`config.mk`:
```
export PLATFORM = sky130hd
export DESIGN_NAME = d_e_pipe_reg
export DESIGN_NICKNAME = d
export VERILOG_FILES = /design/src/rtl/d_e_pipe_reg_pkg.sv /design/src/rtl/d_e_pipe_reg_pipe_field.sv /design/src/rtl/d_e_pipe_reg.sv
export SDC_FILE = /design/constraint.sdc
export NUM_CORES = 1
export LEC_CHECK = 0
export CAP_MARGIN = 40
export CORE_UTILIZATION = 34
export CTS_CLUSTER_DIAMETER = 100
export DETAILED_ROUTE_END_ITERATION = 16
export HOLD_SLACK_MARGIN = 0.12
export PLACE_DENSITY = 0.81
export SETUP_SLACK_MARGIN = 0.3
export SYNTH_ARGS = -nofsm -noshare
export SYNTH_HDL_FRONTEND = slang
export SYNTH_SLANG_ARGS = --single-unit
```
`constraint.sdc`:
```
create_clock -name clk -period 5.55 [get_ports clk]
set_input_delay 1.11 -clock clk [delete_from_list [all_inputs] [get_ports clk]]
set_output_delay 1.11 -clock clk [all_outputs]
set_load 0.005 [all_outputs]
```
`src/rtl/d_e_pipe_reg_pkg.sv`:
```
// Shared widths and encodings for the D/E pipeline register.
package d_e_pipe_reg_pkg;

  localparam int unsigned DW_DEF = 32;
  localparam int unsigned AW_DEF = 5;
  localparam int unsigned TW_DEF = 2;

  // sll $0,$0,0 doubles as the bubble instruction word
  localparam logic [31:0] NOP_INSTR = 32'h0000_0000;

  localparam logic [TW_DEF-1:0] TNEW_ALU  = TW_DEF'(1);
  localparam logic [TW_DEF-1:0] TNEW_LOAD = TW_DEF'(2);

endpackage

```
`src/rtl/d_e_pipe_reg_pipe_field.sv`:
```
// One pipeline field: async-reset register with hold (freeze) and clear (bubble).
module pipe_field #(
  parameter int unsigned     W       = 32,
  parameter logic [W-1:0]    CLR_VAL = '0
) (
  input  logic         clk,
  input  logic         reset,
  input  logic         hold,
  input  logic         clr,
  input  logic [W-1:0] d,
  output logic [W-1:0] q
);

  logic [W-1:0] q_q;
  logic [W-1:0] q_d;

  // hold has priority over clear
  always_comb begin
    q_d = q_q;
    if (!hold) begin
      if (clr) q_d = CLR_VAL;
      else     q_d = d;
    end
  end

  always_ff @(posedge clk or posedge reset) begin
    if (reset) q_q <= '0;
    else       q_q <= q_d;
  end

  assign q = q_q;

endmodule

```
`src/rtl/d_e_pipe_reg.sv`:
```
// D/E pipeline register: captures D-stage results for E, inserts bubbles on
// stall/flush, freezes on E hold, and pre-decrements Tnew for the hazard unit.
module d_e_pipe_reg
  import d_e_pipe_reg_pkg::*;
#(
  parameter int unsigned DW = DW_DEF,
  parameter int unsigned AW = AW_DEF,
  parameter int unsigned TW = TW_DEF
) (
  input  logic          clk,
  input  logic          reset,
  input  logic          stall_D,
  input  logic          flush_D,
  input  logic          hold_E,
  input  logic [DW-1:0] D_PC,
  input  logic [DW-1:0] D_Instr,
  input  logic [DW-1:0] D_RD1,
  input  logic [DW-1:0] D_RD2,
  input  logic [DW-1:0] D_ExtImm,
  input  logic [AW-1:0] D_A3,
  input  logic [TW-1:0] D_Tnew,
  output logic [DW-1:0] E_PC,
  output logic [DW-1:0] E_Instr,
  output logic [DW-1:0] E_RD1,
  output logic [DW-1:0] E_RD2,
  output logic [DW-1:0] E_ExtImm,
  output logic [AW-1:0] E_A3,
  output logic [TW-1:0] E_Tnew,
  output logic          E_valid
);

  logic          bubble_c;
  logic [TW-1:0] tnew_q;
  logic [TW-1:0] tnew_d;
  logic          valid_q;
  logic          valid_d;

  assign bubble_c = stall_D | flush_D;

  // PC survives a bubble so EPC stays meaningful
  pipe_field #(.W(DW)) u_pc (
    .clk(clk), .reset(reset), .hold(hold_E), .clr(1'b0), .d(D_PC), .q(E_PC)
  );

  pipe_field #(.W(DW), .CLR_VAL(DW'(NOP_INSTR))) u_instr (
    .clk(clk), .reset(reset), .hold(hold_E), .clr(bubble_c), .d(D_Instr), .q(E_Instr)
  );

  pipe_field #(.W(DW)) u_rd1 (
    .clk(clk), .reset(reset), .hold(hold_E), .clr(bubble_c), .d(D_RD1), .q(E_RD1)
  );

  pipe_field #(.W(DW)) u_rd2 (
    .clk(clk), .reset(reset), .hold(hold_E), .clr(bubble_c), .d(D_RD2), .q(E_RD2)
  );

  pipe_field #(.W(DW)) u_ext_imm (
    .clk(clk), .reset(reset), .hold(hold_E), .clr(bubble_c), .d(D_ExtImm), .q(E_ExtImm)
  );

  pipe_field #(.W(AW)) u_a3 (
    .clk(clk), .reset(reset), .hold(hold_E), .clr(bubble_c), .d(D_A3), .q(E_A3)
  );

  // Tnew saturates at 0; a $0 destination never produces a hazard
  always_comb begin
    tnew_d  = tnew_q;
    valid_d = valid_q;
    if (!hold_E) begin
      if (bubble_c) begin
        tnew_d  = '0;
        valid_d = 1'b0;
      end else begin
        valid_d = 1'b1;
        if ((D_A3 == '0) || (D_Tnew == '0)) tnew_d = '0;
        else                                tnew_d = D_Tnew - TW'(1);
      end
    end
  end

  always_ff @(posedge clk or posedge reset) begin
    if (reset) begin
      tnew_q  <= '0;
      valid_q <= 1'b0;
    end else begin
      tnew_q  <= tnew_d;
      valid_q <= valid_d;
    end
  end

  assign E_Tnew  = tnew_q;
  assign E_valid = valid_q;

endmodule

```
# Word-level counts from Yosys, hierarchy flattened
# Cells that the tools add are included.
[totals]
ff_bits = 168
in_bits = 172
[classes]
add_sub_neg = 1
n_mux = 8
bitwise_logic = 1
reduce_logical = 3
[op_table]
columns = ["operator", "n"]
rows = [
  ["$mux 32", 4],
  ["$logic_not 5->1", 1],
  ["$mux 5", 1],
  ["$mux 2", 2],
  ["$logic_not 2->1", 1],
  ["$sub 2x1->2 const B", 1],
  ["$logic_or 1x1->1", 1],
  ["$mux 1", 1],
  ["$or 1x1->1", 1],
]

# Logic depth before layout (Yosys ltp)
[logic_depth]
depth_word = 4
depth_mapped = 5

# By module
# From an unflattened synthesis, not the netlist that was laid out.
[hier_totals]
hier_cells = 407
area_unflattened_um2 = 6200.9
[by_module_without_submodules]
columns = ["mod", "instances", "cells_per_inst", "area_each_um2", "seq_area_each_um2"]
rows = [
  ["pipe_field at u_ext_imm ...", 5, 75, 1171.1, 800.8],
  ["pipe_field at u_a3", 1, 14, 185.2, 125.1],
  ["d_e_pipe_reg", 1, 18, 160.2, 75.1],
]

# Least setup slack after synthesis
# Ideal clock, no wire load.
[synth_timing]
path_type = "input port to flip-flop"
startpoint = "in hold_E"
endpoint = "reg u_ext_imm.q_q[31], in the netlist u_ext_imm.q[31]"
setup_ns = 0.066
t_arrival_ns = 2.001
t_required_ns = 5.484
setup_slack_ns = 3.483
path_stages = 5
n_path_buf = 3
cell_sequence = "buf_2 nor3_4 buf_4 buf_2 a22o_1"
[synth_lines]
columns = ["item", "line_no", "rtl"]
rows = [
  ["from (decl)", "d_e_pipe_reg.sv:14", "input logic hold_E,"],
  ["to (signal assigned)", "d_e_pipe_reg_pipe_field.sv:28", "else q_q <= q_d;"],
  ["to (decl)", "d_e_pipe_reg_pipe_field.sv:14", "logic [W-1:0] q_q;"],
]

# Worst setup path after layout
[layout_timing]
startpoint = "in flush_D"
endpoint = "reg u_rd1.q_q[29], in the netlist u_rd1.q[29]"
[layout_via]
elab_chain_cells = 2
[layout_lines]
columns = ["item", "line_no", "rtl"]
rows = [
  ["from (decl)", "d_e_pipe_reg.sv:13", "input logic flush_D,"],
  ["$or 1x1->1", "d_e_pipe_reg.sv:38", "assign bubble_c = stall_D | flush_D;"],
  ["$mux 32", "d_e_pipe_reg_pipe_field.sv:21", "if (clr) q_d = CLR_VAL;"],
  ["to (signal assigned)", "d_e_pipe_reg_pipe_field.sv:28", ""],
  ["to (decl)", "d_e_pipe_reg_pipe_field.sv:14", ""],
]
# Every way passes these cells.
# A chain may end at the register's enable or synchronous reset.

==> run summary <==
======================================================================================================
Slew Viols, Final .......................................................................            0
Number of DRC violations after detailed routing .........................................            0
Hpwl dp .................................................................................    13,000 um
Routed length per placed instance .......................................................      18.6 um
Router iterations before antenna repair .................................................            4
Beginning of the worst hold path ........................................................ E_Tnew[1]$_DFFE_PP0N_
Routability congestion estimate .........................................................        0.832
Post-detailed-routing wire length .......................................................    17,700 um
Floorplan row count .....................................................................           48
Ports ...................................................................................          340
Dominant cell type by area after synthesis .............................................. sky130_fd_sc_hd__dfrtp_1
R2R cell count ..........................................................................            1
Max-cap violations ......................................................................            0
Synthesized netlist net count ...........................................................          553
Count of nets left with antenna violations after detail routing .........................            0
Postcts setup bufs ......................................................................            0
Aggregate global-route resource usage ...................................................        19.5%
Average vias per placed instance ........................................................         4.96
Final Critical Period ...................................................................      2.67 ns
Switching share of power ................................................................        23.2%
Pleak ...................................................................................      4.44 nW
Internal power of the cells .............................................................      2.25 mW
Run status .............................................................................. finished, final reports clean
Synthesized area per cell ...............................................................   15.7 sq um
Sinks on the clock net ..................................................................          168
Combinational share of power ............................................................        15.2%
Area Growth Syn to Fin ..................................................................        69.6%
Die width ...............................................................................       135 um
Full die area ........................................................................... 18,100 sq um
Post-layout utilization of the core .....................................................        58.8%
Data arrival, critical path .............................................................      3.01 ns
Worst VDD drop ..........................................................................     0.176 mV
Endpoints failing setup .................................................................            0
Maximum number of buffers from clock root to sink .......................................            2
Adder and majority gate portion of the synthesized area .................................       0.209%
Switching power .........................................................................       681 uW
Sequential power share ..................................................................        46.0%
Netlist Area Pre-Place ..................................................................   5980 sq um
Share of the synthesized netlist area taken by xor and xnor gates .......................           0%
Critical path startpoint category .......................................................   input port
Crit path setup slack, layout ...........................................................      2.88 ns
Vias after detailed routing .............................................................        4,716
Terminus of the critical flop-to-flop path .............................................. u_pc.q[20]$_DFFE_PP0N_
Worst hold-check path type .............................................................. flop to flop
# port buffers ..........................................................................          339
Fraction of the cycle the final worst path needs ........................................        48.1%
Compound-cell area share of the yosys netlist ...........................................        19.8%
Worst setup timing slack at the placement stage .........................................      2.45 ns
Simple-gate share of the synthesized area ...............................................       0.816%
Non-filler cells, final .................................................................          951
RSZ-0062 raised after global routing ....................................................           no
Antenna violations before repair ........................................................            0
Total gr overflow .......................................................................            0
Reg2Reg Setup Slack .....................................................................      4.76 ns
Top cells by area, synth ................................................................ sky130_fd_sc_hd__dfrtp_1 70%, sky130_fd_sc_hd__a22o_1 19%, sky130_fd_sc_hd__mux2_2 6.0%, sky130_fd_sc_hd__clkbuf_1 1.0%, sky130_fd_sc_hd__buf_4 0.88%
Fraction of post-synthesis cell area in the top cell type by area .......................        70.3%
Area of all placed cells without fillers ................................................ 10,100 sq um
Share of post-route cells with drive strength above 1 ...................................        10.2%
Net count reported at finish ............................................................          886
Gates resized, CTS repair ...............................................................            0
Final-layout worst hold slack ...........................................................     0.495 ns
Num CTS Buffers .........................................................................           17
Clock Power Share .......................................................................        38.8%
Initial Util ............................................................................        34.7%
Worst Path Class, Setup ................................................................. input port to flop
End of the worst hold path .............................................................. E_Tnew[1]$_DFFE_PP0N_
Final Hold Violating Endpoints ..........................................................            0
Required @ worst endpoint ...............................................................      5.89 ns
CTS tree ................................................................................         done
Clock latency reported for the late side of the worst-skew pair .........................      0.41 ns
Distinct cells, synth ...................................................................           15
Endpoint kind of the worst setup timing path ............................................         flop
Max-Slew Margin vs Limit ................................................................        45.2%
Clock transition at the register clock pins on the worst setup and hold paths after CTS .      0.06 ns
Syn. warnings ...........................................................................            0
Beginning of the worst register-to-register path ........................................ u_pc.q[20]$_DFFE_PP0N_
Cells after DPL .........................................................................          919
Multiplexer area fraction after synthesis ...............................................        6.03%
Main combinational cell family by area after synthesis .................................. compound AO/OA/AOI/OAI gates
Final Power .............................................................................      2.93 mW
First-pass GRT wire length ..............................................................    26,900 um
Number of buffers added to fix hold violations after cts ................................            0
Power Dens Cells ........................................................................  289 nW/um^2
Clock Skews .............................................................................         0 ns
Floorplan Core Area ..................................................................... 17,200 sq um
Total of flip-flops plus latches after synthesis ........................................          168
Number of design-rule violations left by the first detailed-router iteration ............          214
Number of cells on the worst hold path ..................................................            2
Peak fanout along the critical path .....................................................           39
Height of the chip ......................................................................       135 um
Clk root buf ............................................................................ sky130_fd_sc_hd__clkbuf_16
Share of synthesized area occupied by flip-flops and latches ............................        70.3%
Vias in the first global route ..........................................................        5,022
Post-synthesis cell count ...............................................................          380
Antenna diodes ..........................................................................            0
Largest net degree at the start of global routing .......................................           75
Actual transition at the worst max-transition pin .......................................     0.819 ns
Maximum clock rate ......................................................................      375 MHz
Post-detailed-placement cell area .......................................................   9570 sq um
Setup TNS ...............................................................................         0 ns
H-tree level count ......................................................................            4
======================================================================================================
-- cell type report --
| class | instances | area [sq um] |
|---|---|---|
| Clock buffer | 20 | 457 |
| Clock inverter | 12 | 116 |
| Fill cell | 1297 | 7100 |
| Inverter | 3 | 15.0 |
| Multi-Input combinational cell | 176 | 1600 |
| Sequential cell | 168 | 4200 |
| Tap cell | 225 | 282 |
| Timing Repair Buffer | 347 | 3460 |
-- power groups by stage --
stage               Sequential, mW  Combinational, mW  Clock (mW)
floorplan                     1.37              0.123           0
global placement              1.37              0.436           0
detailed placement            1.37              0.447           0
CTS                           1.35              0.450        1.17
global route                  1.36              0.475        1.22
finish                        1.35              0.444        1.14
-- worst max-delay path, stage by stage --
cell	delay, ns
sky130_fd_sc_hd__clkdlybuf4s50_1	0.47
sky130_fd_sc_hd__nor3_4	0.70
sky130_fd_sc_hd__buf_4	0.50
sky130_fd_sc_hd__a22o_1	0.21
-- worst max-delay path by stage --
| stage | start | end | slack, ns | depth (start not counted) |
|---|---|---|---|---|
| after global placement | hold_E | u_pc.q[10]$_DFFE_PP0N_ | 2.43 | 3 |
| after detailed placement | flush_D | u_rd1.q[1]$_DFFE_PP0N_ | 2.45 | 4 |
| after CTS | flush_D | u_rd2.q[26]$_DFFE_PP0N_ | 2.90 | 4 |
| after global routing | flush_D | u_rd2.q[26]$_DFFE_PP0N_ | 2.78 | 4 |
| final | flush_D | u_rd1.q[29]$_DFFE_PP0N_ | 2.88 | 4 |
| after floorplan | reset | E_Tnew[0]$_DFFE_PP0N_ | 2.30 | 1 |
-- kinds of logic after synthesis --
logic type | Yosys count
mux | 32
buf+inv | 36
flops | 168
compound gates | 135
fa+ha+maj | 1
simple gates | 8
-- placed cells by master (no fill, tap or decap), types with 3 or more instances in the layout --
cell	count
sky130_fd_sc_hd__dfrtp_1	168
sky130_fd_sc_hd__clkinv_4	4
sky130_fd_sc_hd__nand2_1	4
sky130_fd_sc_hd__clkbuf_16	17
sky130_fd_sc_hd__a22o_1	133
sky130_fd_sc_hd__mux2_2	32
sky130_fd_sc_hd__clkdlybuf4s50_1	338
sky130_fd_sc_hd__buf_4	8
sky130_fd_sc_hd__clkinvlp_4	3
sky130_fd_sc_hd__inv_6	3
-- state kept, by name, indices dropped and copies added, names as in the netlist --
signal and count:
u_rd1.q 32, u_pc.q 32, E_valid 1, u_ext_imm.q 32, u_instr.q 32, u_a3.q 5
E_Tnew 2, u_rd2.q 32
-- Yosys cell counts --
cell type and n:
sky130_fd_sc_hd__a22o_1 133, sky130_fd_sc_hd__clkbuf_1 16, sky130_fd_sc_hd__nor2_1 1, sky130_fd_sc_hd__buf_2 8, sky130_fd_sc_hd__inv_1 3, sky130_fd_sc_hd__nand2_1 4
sky130_fd_sc_hd__mux2_2 32, sky130_fd_sc_hd__o41ai_1 2, sky130_fd_sc_hd__or3_1 1, sky130_fd_sc_hd__dfrtp_1 168, sky130_fd_sc_hd__or4_1 1, sky130_fd_sc_hd__buf_4 7
sky130_fd_sc_hd__ha_1 1, sky130_fd_sc_hd__nor3_4 1, sky130_fd_sc_hd__buf_1 2
-- metal layers --
layer | vias to the layer above | GRT usage (%) | part of all wire [%]
met5 | - | 0 | 0
met4 | 0 | 7.80 | 2.6
met3 | 33 | 6.19 | 7.2
met2 | 232 | 33.6 | 51
met1 | 2344 | 22.6 | 39
li1 | 2107 | - | -
Power figures use the tool's default switching activity.
